**src/rtl/mole_pkg.sv**
```systemverilog
// Shared types and width helpers for the whack-a-mole round sequencer.
package mole_pkg;

   typedef enum logic [2:0] {
      IDLE  = 3'd0,
      SPAWN = 3'd1,
      SHOW  = 3'd2,
      GAP   = 3'd3,
      DONE  = 3'd4
   } state_t;

   localparam int SECS_W = 7;

   function automatic int idx_width(input int n);
      return (n < 2) ? 1 : $clog2(n);
   endfunction

   // Bits needed to hold the values 0..max_val inclusive.
   function automatic int cnt_width(input int max_val);
      return (max_val < 2) ? 1 : $clog2(max_val + 1);
   endfunction

endpackage

```
**src/rtl/mole_round_ctrl_tick_downcounter.sv**
```systemverilog
// Loadable, enable-gated down-counter with zero flag; stops at zero.
module tick_downcounter #(
   parameter int           W         = 8,
   parameter logic [W-1:0] RESET_VAL = '0
) (
   input  logic         clk,
   input  logic         reset,
   input  logic         load,
   input  logic [W-1:0] load_val,
   input  logic         en,
   output logic [W-1:0] count,
   output logic         zero
);

   always_ff @(posedge clk) begin
      if (reset)
         count <= RESET_VAL;
      else if (load)
         count <= load_val;
      else if (en && (count != '0))
         count <= count - W'(1);
   end

   assign zero = (count == '0);

endmodule

```
**src/rtl/mole_round_ctrl.sv**
```systemverilog
// Round sequencer: round timer, mole spawn/show/gap timing and scoring.
//
//  state | meaning
//  IDLE  | waiting for start, score of last round shown
//  SPAWN | one cycle: pick next mole, load mole timer
//  SHOW  | mole lit until correct hit or mole timer runs out
//  GAP   | no mole lit until gap timer runs out
//  DONE  | round expired, game_over high, waiting for start
module mole_round_ctrl
   import mole_pkg::*;
#(
   parameter int  NUM_MOLES     = 8,
   parameter int  GAME_SECONDS  = 60,
   parameter int  TICKS_PER_SEC = 100,
   parameter int  MOLE_TICKS    = 20,
   parameter int  GAP_TICKS     = 10,
   parameter int  SCORE_BITS    = 8,
   localparam int IDX_W         = idx_width(NUM_MOLES)
) (
   input  logic                  clk,
   input  logic                  reset,
   input  logic                  tick_in,
   input  logic                  start,
   input  logic [IDX_W-1:0]      rand_idx,
   input  logic [NUM_MOLES-1:0]  hit,
   output logic [NUM_MOLES-1:0]  mole_mask,
   output logic [SCORE_BITS-1:0] score,
   output logic [SECS_W-1:0]     seconds_left,
   output logic [2:0]            state,
   output logic                  game_over
);

   localparam int PRE_W  = cnt_width(TICKS_PER_SEC);
   localparam int MOLE_W = cnt_width(MOLE_TICKS);
   localparam int GAP_W  = cnt_width(GAP_TICKS);

   state_t state_q, state_n;

   logic [IDX_W-1:0]     mole_idx, idx_sel, show_idx;
   logic [NUM_MOLES-1:0] mask_n;

   logic [PRE_W-1:0]  pre_cnt;
   logic [MOLE_W-1:0] mole_cnt;
   logic [GAP_W-1:0]  gap_cnt;
   logic              pre_zero, mole_zero, gap_zero, sec_zero;

   logic pre_load, pre_en, sec_load, sec_en;
   logic mole_load, mole_en, gap_load, gap_en;
   logic score_clr, score_inc;
   logic round_tick, pre_wrap, expire, correct_hit;

   logic unused_flags;
   assign unused_flags = mole_zero ^ gap_zero ^ sec_zero;

   assign round_tick  = tick_in && (state_q inside {SPAWN, SHOW, GAP});
   // A zero prescaler is treated as a wrap so the round can never stall.
   assign pre_wrap    = round_tick && ((pre_cnt == PRE_W'(1)) || pre_zero);
   assign expire      = pre_wrap && (seconds_left == SECS_W'(1));
   assign correct_hit = (state_q == SHOW) && hit[mole_idx];
   assign idx_sel     = (rand_idx == mole_idx) ? rand_idx + IDX_W'(1) : rand_idx;
   assign show_idx    = (state_q == SPAWN) ? idx_sel : mole_idx;

   always_comb begin
      state_n   = state_q;
      pre_load  = 1'b0;
      pre_en    = 1'b0;
      sec_load  = 1'b0;
      sec_en    = 1'b0;
      mole_load = 1'b0;
      mole_en   = 1'b0;
      gap_load  = 1'b0;
      gap_en    = 1'b0;
      score_clr = 1'b0;
      score_inc = 1'b0;

      case (state_q)
         IDLE, DONE: begin
            if (start) begin
               state_n   = SPAWN;
               pre_load  = 1'b1;
               sec_load  = 1'b1;
               score_clr = 1'b1;
            end
         end
         SPAWN: begin
            state_n   = SHOW;
            mole_load = 1'b1;
         end
         SHOW: begin
            mole_en = tick_in;
            if (correct_hit) begin
               score_inc = 1'b1;
               state_n   = GAP;
               gap_load  = 1'b1;
            end else if (tick_in && (mole_cnt == MOLE_W'(1))) begin
               state_n  = GAP;
               gap_load = 1'b1;
            end
         end
         GAP: begin
            gap_en = tick_in;
            if (tick_in && (gap_cnt == GAP_W'(1)))
               state_n = SPAWN;
         end
         default: state_n = IDLE;
      endcase

      if (round_tick) begin
         if (pre_wrap) begin
            pre_load = 1'b1;
            sec_en   = 1'b1;
         end else begin
            pre_en = 1'b1;
         end
      end

      // Round expiry overrides any SHOW/GAP transition; a hit still scores.
      if (expire)
         state_n = DONE;
   end

   always_comb begin
      mask_n = '0;
      if (state_n == SHOW)
         mask_n[show_idx] = 1'b1;
   end

   always_ff @(posedge clk) begin
      if (reset) begin
         state_q   <= IDLE;
         mole_idx  <= '0;
         score     <= '0;
         mole_mask <= '0;
         game_over <= 1'b0;
      end else begin
         state_q   <= state_n;
         mole_mask <= mask_n;
         game_over <= (state_n == DONE);
         if (state_q == SPAWN)
            mole_idx <= idx_sel;
         if (score_clr)
            score <= '0;
         else if (score_inc && (score != '1))
            score <= score + SCORE_BITS'(1);
      end
   end

   assign state = state_q;

   tick_downcounter #(.W(PRE_W), .RESET_VAL('0)) u_prescaler (
      .clk      (clk),
      .reset    (reset),
      .load     (pre_load),
      .load_val (PRE_W'(TICKS_PER_SEC)),
      .en       (pre_en),
      .count    (pre_cnt),
      .zero     (pre_zero)
   );

   tick_downcounter #(.W(SECS_W), .RESET_VAL(SECS_W'(GAME_SECONDS))) u_seconds (
      .clk      (clk),
      .reset    (reset),
      .load     (sec_load),
      .load_val (SECS_W'(GAME_SECONDS)),
      .en       (sec_en),
      .count    (seconds_left),
      .zero     (sec_zero)
   );

   tick_downcounter #(.W(MOLE_W), .RESET_VAL('0)) u_mole_timer (
      .clk      (clk),
      .reset    (reset),
      .load     (mole_load),
      .load_val (MOLE_W'(MOLE_TICKS)),
      .en       (mole_en),
      .count    (mole_cnt),
      .zero     (mole_zero)
   );

   tick_downcounter #(.W(GAP_W), .RESET_VAL('0)) u_gap_timer (
      .clk      (clk),
      .reset    (reset),
      .load     (gap_load),
      .load_val (GAP_W'(GAP_TICKS)),
      .en       (gap_en),
      .count    (gap_cnt),
      .zero     (gap_zero)
   );

endmodule

```
**config.mk**
```make
export PLATFORM = sky130hd
export DESIGN_NAME = mole_round_ctrl
export DESIGN_NICKNAME = d
export VERILOG_FILES = /design/src/rtl/mole_pkg.sv /design/src/rtl/mole_round_ctrl_tick_downcounter.sv /design/src/rtl/mole_round_ctrl.sv
export SDC_FILE = /design/constraint.sdc
export NUM_CORES = 1
export LEC_CHECK = 0
export ABC_AREA = 1
export CAP_MARGIN = 20
export CORE_MARGIN = 5
export CORE_UTILIZATION = 38
export DETAILED_ROUTE_END_ITERATION = 8
export PLACE_DENSITY = 0.67
export SLEW_MARGIN = 20
export SYNTH_ARGS = -nofsm -noshare
export SYNTH_HDL_FRONTEND = slang
export SYNTH_HIERARCHICAL = 1
export SYNTH_SLANG_ARGS = --single-unit
```
**constraint.sdc**
```tcl
create_clock -name clk -period 3.1 [get_ports clk]
set_input_delay 0.62 -clock clk [delete_from_list [all_inputs] [get_ports clk]]
set_output_delay 0.62 -clock clk [all_outputs]
set_load 0.01 [all_outputs]
```
==> impl_metrics.py, run 1 <==
metrics = {
    "final_layout": {
        "drive_above_1_share_pct": 12.1,
        "layout_commonest_cell": "nand2_1",
        "layout.nets": 572,
        "antennaDiodeCount": 0,
        "syn2layout_area_growth_pct": 22.7,
        "fillers": 829,
        "layout_common_cells": "nand2_1 (113), nor2_1 (85), inv_1 (62)",
        "post-route-util_pct": 48.5,
    },
    "clock_network": {
        "clk_latency_ns": 0.31,
        "cts_tree": "yes",
        "clk_pin_slew_ns": 0.10,
        "cts.sink_count": 46,
        "postCtsHoldBufs": 0,
        "htree_levels": 2,
        "cts_buffer_depth": 2,
        "postCtsSetupBuffers": 0,
        "cts_root_buf": "clkbuf_8",
        "ctsResizeCount": 0,
        "cts_inserted_buffers": 5,
    },
    "timing": {
        "skew_ns": 0.00606,
        "hold_viol_final": 0,
        "finalSetupViolCount": 0,
        "rsz0062_at_grt": "no",
        "finalCriticalPeriod_ns": 2.29,
        "slew_viol_final": 0,
        "clock.fmax_mhz": 437,
        "period_share_pct": 73.8,
        "setup_tns_ns": 0,
        "worst_slew_pin_slew_ns": 0.572,
        "max_slew_margin_pct": 61.7,
    },
    "power": {
        "leakage_nw": 1.78,
        "pwr_density_cell_nw_per_um2": 485,
        "power_mw": 1.84,
        "ir_drop_mv": 0.223,
    },
    "floorplan": {
        "die_y_um": 100,
        "dieWidth_um": 100,
        "ios": 42,
        "core_um2": 7810,
        "rows": 32,
        "dieArea_um2": 10000,
        "initial_core_util_pct": 39.6,
    },
    "placement": {
        "port_buffers": 41,
        "post-dp-hpwl_um": 5410,
        "globalplace.congestion": 0.877,
    },
    "worst_setup_path": {
        "crit_fanout": 16,
        "critPathRequiredTime_ns": 3.31,
        "cp.arrival_ns": 2.50,
        "crit_type": "reg -> reg",
        "crit_path_end_kind": "register",
        "startpoint_type": "register",
    },
    "yosys": {
        "synth_warnings": 6,
        "syn_avg_cell_area_um2": 6.38,
        "netlist_area_um2": 3090,
        "synthCells": 484,
    },
    "job": {
        "drv_cap": 0,
    },
    "drt": {
        "drtAntennaViolNets": 0,
        "wl_um": 6930,
        "drt_iter0_drc": 148,
        "vias": 3031,
        "avgViaCountPerCell": 4.63,
        "drt_first_pass_iters": 4,
        "remaining_drc_errors": 0,
        "wl_per_cell_um": 10.6,
    },
    "grt": {
        "grt_max_degree": 18,
        "grt_antenna_before_repair": 0,
        "grt_pass1_wl_um": 11900,
        "grt_use_total_pct": 14.0,
        "grt_pass1_vias": 2759,
        "grt_overflow_total": 0,
    },
    "run_status": {
        "status": "completed",
    },
    "hold_path": {
        "hold_path.class": "reg -> reg",
    },
}
==> critical path, stage by stage, from the launching register on <==
cell and delay (ns):
dfxtp_1 0.39, inv_1 0.12, ha_1 0.28, nand2_2 0.10, nor2_2 0.05, nand2_4 0.12
inv_1 0.05, inv_1 0.04, nand2_1 0.09, nand2_1 0.09, nand2_1 0.09, inv_1 0.38
nand3_1 0.20, nor2_1 0.13, nor2_1 0.05
==> through the flow <==
| step | area (um2) | worst slack (ns) | cells | hold WS [ns] |
|---|---|---|---|---|
| floorplan | 3170 | 0.926 | 505 | 0.476 |
| global placement | 3690 | 0.712 | 646 | 0.470 |
| detailed placement | 3690 | 0.678 | 646 | 0.474 |
| CTS | 3790 | 0.804 | 654 | 0.488 |
| global route | 3790 | 0.576 | 654 | 0.510 |
| finish | 3790 | 0.813 | 654 | 0.485 |
==> state kept, by name, summed over array words and instances, names as in the netlist <==
name,count
u_seconds/count,7
mole_idx,3
u_prescaler/count,7
score,8
u_gap_timer/count,4
u_mole_timer/count,5
mole_mask,8
state,3
game_over,1
==> per-layer routing <==
layer  vias up  GRT usage, %  part of all wire, %
li1       1635             -                    -
met1      1341          17.6                   47
met2        51          24.8                   48
met3         4          2.36                  3.9
met4         0          3.52                 0.94
met5         -             0                    0
==> cell type report <==
class,count,area (um2),area share [%]
Clock buffer,5,68.8,1.82
Clock inverter,3,28.8,0.759
Inverter,72,279,7.36
Multi-Input combinational cell,382,1930,51.0
Sequential cell,46,921,24.3
Tap cell,102,128,3.37
Timing Repair Buffer,44,433,11.4
==> power by group <==
part / internal [mW] / switching [mW]
clock: 0.169 / 0.239
combinational: 0.275 / 0.424
sequential: 0.652 / 0.0801
total: 1.10 / 0.744
==> worst paths after layout <==
| path | start | end | slack (ns) | cells after the start |
|---|---|---|---|---|
| hold / removal | score[6] | score[6] | 0.48 | 2 |
| setup / recovery | u_prescaler/count[0] | u_prescaler/count[1] | 0.81 | 14 |
| setup reg to reg | u_prescaler/count[0] | u_prescaler/count[1] | 0.81 | 14 |
| hold reg to reg | score[6] | score[6] | 0.48 | 2 |
Note: power is estimated with default switching activity, not from simulation.
==> run 2: changes to the inputs <==
- PLACE_DENSITY: 0.67 -> 0.69
- clock period: 3.1 -> 1.85 ns (I/O delays scaled with it)
==> run 2 against run 1 <==
Against the previous run: final area grew 7.7%; count of clock-buffer cells in the layout stayed put; clock power is 89% higher; worst hold slack improved by 0.0089 ns; critical endpoint is now seconds_left[3]; sequential power rose by 67%; sequential share of layout area fell by 1.6 points; core utilization up 3.7 points; critical path depth fell by 13; die area did not move; global-route usage is 0.89 points higher.
==> impl_metrics.py, run 2 (synthesis gave the netlist of run 1 again) <==
metrics = {
    "clock_network": {
        "postCtsHoldBufs": 0,
        "cts_inserted_buffers": 5,
        "clk_latency_ns": 0.31,
        "cts_root_buf": "clkbuf_8",
        "clk_pin_slew_ns": 0.10,
        "cts.sink_count": 46,
        "cts_tree": "yes",
        "htree_levels": 2,
        "cts_buffer_depth": 2,
    },
    "final_layout": {
        "fillers": 784,
        "layout_common_cells": "nand2_1 (110), nor2_1 (85), inv_1 (61)",
        "syn2layout_area_growth_pct": 32.1,
        "antennaDiodeCount": 0,
        "layout_commonest_cell": "nand2_1",
        "multi_input_area_um2": 1990,
        "layout.nets": 598,
        "reg_top3": "mole_mask x8, score x8",
        "seq_area_um2": 925,
        "drive_above_1_share_pct": 18.0,
    },
    "floorplan": {
        "dieWidth_um": 100,
        "core_um2": 7810,
        "initial_core_util_pct": 39.6,
        "ios": 42,
        "rows": 32,
        "die_y_um": 100,
        "dieArea_um2": 10000,
    },
    "grt": {
        "grt_pass1_wl_um": 12500,
        "grt_antenna_before_repair": 0,
        "grt_pass1_vias": 2889,
        "grt_max_degree": 28,
        "grt_use_total_pct": 14.9,
        "grt_overflow_total": 0,
    },
    "drt": {
        "wl_met3_um": 329,
        "drt_iter0_drc": 106,
        "avgViaCountPerCell": 4.61,
        "wl_per_cell_um": 10.6,
        "drtAntennaViolNets": 0,
        "drt_first_pass_iters": 4,
        "wl_um": 7230,
        "remaining_drc_errors": 0,
        "wl_met1_um": 3250,
        "vias": 3132,
        "wl_met2_um": 3540,
        "routed.top_layer": "met4",
    },
    "timing": {
        "period_share_pct": 94.6,
        "clock.fmax_mhz": 572,
        "slew_viol_final": 0,
        "finalSetupViolCount": 0,
        "hold_viol_final": 0,
        "skew_ns": 0.00813,
        "finalCriticalPeriod_ns": 1.75,
        "final.setup.worst_slack_ns": 0.101,
    },
    "worst_setup_path": {
        "crit_type": "reg -> out",
        "crit_chain": "clkdlybuf4s50_1",
        "cp_slowest_cell": "clkdlybuf4s50_1",
        "crit_path_end_kind": "primary output",
        "path_buf_inv": 1,
        "slowest_delay_ns": 0.59,
        "critical_path_depth": 1,
        "crit_fanout": 7,
        "startpoint_type": "register",
        "critPathRequiredTime_ns": 1.48,
        "r2r_cells": 14,
        "cp.arrival_ns": 1.38,
        "cp_top_family": "buffers and inverters",
    },
    "placement": {
        "post-dp-hpwl_um": 5600,
        "globalplace.congestion": 0.843,
        "place_ws_ns": -0.148,
        "port_buffers": 41,
    },
    "power": {
        "pwr_density_cell_nw_per_um2": 820,
        "leakage_nw": 1.93,
        "ir_drop_mv": 0.373,
        "power_mw": 3.34,
    },
    "job": {
        "drv_cap": 0,
    },
    "run_status": {
        "status": "completed",
    },
    "hold_path": {
        "hold_depth": 2,
        "hold_path.class": "reg -> reg",
    },
}
==> run 2: what timing repair did <==
item,in CTS,in global routing
resized for setup,3,11
endpoints found under the setup margin,5,24
pin swaps,0,4
buffers inserted,0,2
gates cloned,0,0
==> run 2: worst paths after layout <==
kind	startpoint	endpoint	slack, ns
worst max-delay path	u_seconds/count[3]	seconds_left[3]	0.10
worst min-delay path	score[6]	score[6]	0.49
worst max register to register	u_prescaler/count[1]	u_prescaler/count[3]	0.20
worst min register to register	score[6]	score[6]	0.49
==> run 2: metrics by stage <==
stage,util (%),std cells,setup TNS [ns],hold WS (ns),area (um2)
after floorplan,-,505,0,0.432,3180
after global placement,50.0,670,-1.55,0.470,3900
after detailed placement,50.0,670,-2.40,0.484,3900
after CTS,51.5,678,0,0.499,4020
after global routing,52.3,680,-0.0101,0.546,4080
final,52.3,680,0,0.494,4080
==> run 2: final cells by class <==
class                           instances  share of cell area, %
Clock buffer                            5                   1.69
Clock inverter                          3                   1.07
Inverter                               72                   6.90
Multi-Input combinational cell        382                   48.8
Sequential cell                        46                   22.7
Tap cell                              102                   3.13
Timing Repair Buffer                   70                   15.8
==> run 2: per-layer routing <==
metal  track usage [%]  up-vias
li1                  -     1677
met1              18.2     1378
met2              26.3       67
met3              2.85       10
met4              4.77        0
met5                 0        -
==> run 2: power breakdown <==
| part | internal [mW] | switching [mW] |
|---|---|---|
| Combinational | 0.577 | 0.777 |
| Clock | 0.405 | 0.368 |
| Sequential | 1.09 | 0.122 |
==> run 3: changes to the inputs <==
- CORE_MARGIN: 5 -> default
- CTS_CLUSTER_SIZE: default -> 25
- PLACE_DENSITY: 0.69 -> 0.7
- SYNTH_HIERARCHICAL: 1 -> default
==> run 3 against run 2 <==
Against the previous run: count of clock-buffer cells in the layout unchanged; sequential power is 9.8% lower; clock skew down 0.0010 ns; worst hold slack worse by 0.015 ns; wire length shrank 23%; fmax rose by 3.2%; critical endpoint is now state[1].
==> impl_metrics.py, run 3 <==
metrics = {
    "run_status": {
        "status": "completed",
    },
    "worst_setup_path": {
        "crit_path_end_kind": "primary output",
        "startpoint_type": "register",
        "crit_fanout": 6,
        "cp_slowest_cell": "clkdlybuf4s50_1",
        "r2r_setup_slack_ns": 0.19,
        "crit_type": "reg -> out",
        "critPathRequiredTime_ns": 1.48,
        "slowest_delay_ns": 0.58,
        "cp.arrival_ns": 1.32,
        "r2r_cells": 12,
        "rr_endpoint": "mole_mask[2]",
        "crit_chain": "clkdlybuf4s50_1",
        "cp_top_family": "buffers and inverters",
        "r2r_start": "u_prescaler.count[0]",
        "path_buf_inv": 1,
    },
    "hold_path": {
        "hold_path.class": "reg -> reg",
        "whs_endpoint": "u_mole_timer.count[3]",
        "hold_depth": 2,
        "worstHoldStart": "u_mole_timer.count[3]",
    },
    "final_layout": {
        "layout.nets": 458,
        "layout_common_cells": "nand2_1 (80), inv_1 (54), dfxtp_1 (46)",
        "syn2layout_area_growth_pct": 25.2,
        "antennaDiodeCount": 0,
        "drive_above_1_share_pct": 13.2,
        "reg_top3": "mole_mask x8, score x8",
        "layout_commonest_cell": "nand2_1",
    },
    "timing": {
        "setup_tns_ns": 0,
        "period_share_pct": 91.6,
        "finalCriticalPeriod_ns": 1.69,
        "worst_slew_pin_slew_ns": 0.440,
        "finalSetupViolCount": 0,
        "slew_viol_final": 0,
        "rsz0062_at_grt": "no",
        "whs_ns": 0.478,
        "hold_viol_final": 0,
        "clock.fmax_mhz": 590,
        "skew_ns": 0.00712,
        "max_slew_margin_pct": 70.6,
    },
    "clock_network": {
        "postCtsSetupBuffers": 0,
        "postCtsHoldBufs": 0,
        "cts_inserted_buffers": 5,
        "htree_levels": 2,
        "clk_latency_ns": 0.30,
        "cts_buffer_depth": 2,
        "cts.sink_count": 46,
        "cts_root_buf": "clkbuf_8",
        "ctsResizeCount": 0,
        "clk_pin_slew_ns": 0.09,
        "cts_tree": "yes",
    },
    "floorplan": {
        "dieArea_um2": 7150,
        "dieWidth_um": 84.6,
        "core_um2": 6460,
        "initial_core_util_pct": 40.1,
        "die_y_um": 84.6,
        "rows": 29,
        "ios": 42,
    },
    "grt": {
        "grt_pass1_wl_um": 9690,
        "grt_antenna_before_repair": 0,
        "grt_max_degree": 16,
        "grt_overflow_total": 0,
        "grt_use_total_pct": 16.6,
        "grt_pass1_vias": 2300,
    },
    "yosys": {
        "synth_cell_types": 31,
        "synth_edf_count": 0,
        "seq_area_frac_synth_pct": 35.5,
        "synth_fp_nets": 403,
        "synth_top_area_cell": "dfxtp_1",
        "netlist_area_um2": 2590,
        "post-synth-top-count-cell": "nand2_1",
        "synth.top_cells.by_area": "dfxtp_1 (36%), nand2_1 (12%), inv_1 (7.8%)",
        "ys.flop_type": "dfxtp_1",
        "synth_warnings": 0,
        "yosys.area.top_type_share_pct": 35.5,
        "synthCells": 375,
        "ys_ff_latch": 46,
        "async_flop_share_pct": 0,
        "synth_common_cells": "nand2_1 (80), inv_1 (54), dfxtp_1 (46), nand3_1 (40), nor2_1 (32)",
        "syn_avg_cell_area_um2": 6.91,
    },
    "drt": {
        "drtAntennaViolNets": 0,
        "drt_iter0_drc": 109,
        "wl_per_cell_um": 10.9,
        "avgViaCountPerCell": 4.78,
        "drt_first_pass_iters": 6,
        "wl_um": 5560,
        "remaining_drc_errors": 0,
        "vias": 2430,
    },
    "power": {
        "ir_drop_mv": 0.410,
        "leakage_nw": 1.45,
        "pwr_density_cell_nw_per_um2": 703,
    },
    "placement": {
        "post-dp-hpwl_um": 4340,
        "globalplace.congestion": 0.793,
        "port_buffers": 41,
    },
    "job": {
        "drv_cap": 0,
    },
}
run 3: logic make-up after synthesis:
kind of cell    count (synthesis)  share of synthesized area [%]
fa+ha+maj                      13                           6.28
buf+inv                        75                           11.0
compound gates                 40                           8.21
flops                          46                           35.5
simple gates                  189                           34.6
xor+xnor                       12                           4.35
run 3: worst reg2reg max path, cell delays in order, from the launching register on:
cell and delay, ns:
dfxtp_1 0.33, inv_1 0.16, ha_1 0.18, nor2_1 0.04, nor2_1 0.07, nand2_1 0.10
nor2_4 0.13, inv_2 0.07, nor2_4 0.10, inv_2 0.05, nand2_4 0.07, nand3_4 0.14
nor2_2 0.14
run 3: layout make-up:
type | instances | area, um2
fill | 673 | 3210
sequential | 46 | 921
clock buffer | 5 | 68.8
multi-input combinational | 254 | 1390
tap | 77 | 96.3
clock inverter | 3 | 21.3
timing repair buffer | 50 | 478
inverter | 73 | 274
run 3: power breakdown:
| group | total [mW] | switching, mW | leakage (nW) | internal [mW] |
|---|---|---|---|---|
| registers | 1.10 | 0.0538 | 0.373 | 1.04 |
| clock network | 0.623 | 0.357 | 0.0441 | 0.266 |
| logic | 0.562 | 0.344 | 1.03 | 0.218 |
| total | 2.28 | 0.754 | 1.45 | 1.53 |
run 3: worst max path at each step:
stage | cells after the start | from | endpoint
final | 1 | state[1] | state[1]
after global routing | 10 | u_prescaler.count[0] | u_prescaler.count[4]
after CTS | 1 | state[1] | state[1]
after detailed placement | 8 | rand_idx[1] | mole_mask[7]
after global placement | 8 | rand_idx[1] | mole_mask[4]
after floorplan | 11 | u_prescaler.count[0] | u_seconds.count[4]
run 3: metal layers:
| metal | up-vias | global-route usage [%] | routed length [um] |
|---|---|---|---|
| met3 | 8 | 3.24 | 190 |
| met5 | - | 0 | 0 |
| li1 | 1291 | - | - |
| met2 | 38 | 29.5 | 2650 |
| met4 | 0 | 5.08 | 63 |
| met1 | 1093 | 20.4 | 2650 |
run 3: through the flow:
stage	power, mW	instances	util [%]	worst slack (ns)	cell area, um2
after floorplan	1.51	375	-	0.379	2590
after global placement	1.67	500	48.8	-0.0668	3150
after detailed placement	1.68	500	48.8	-0.111	3150
after CTS	2.31	508	50.2	0.142	3240
after global routing	2.45	508	50.2	0.0442	3240
final	2.28	508	50.2	0.155	3240
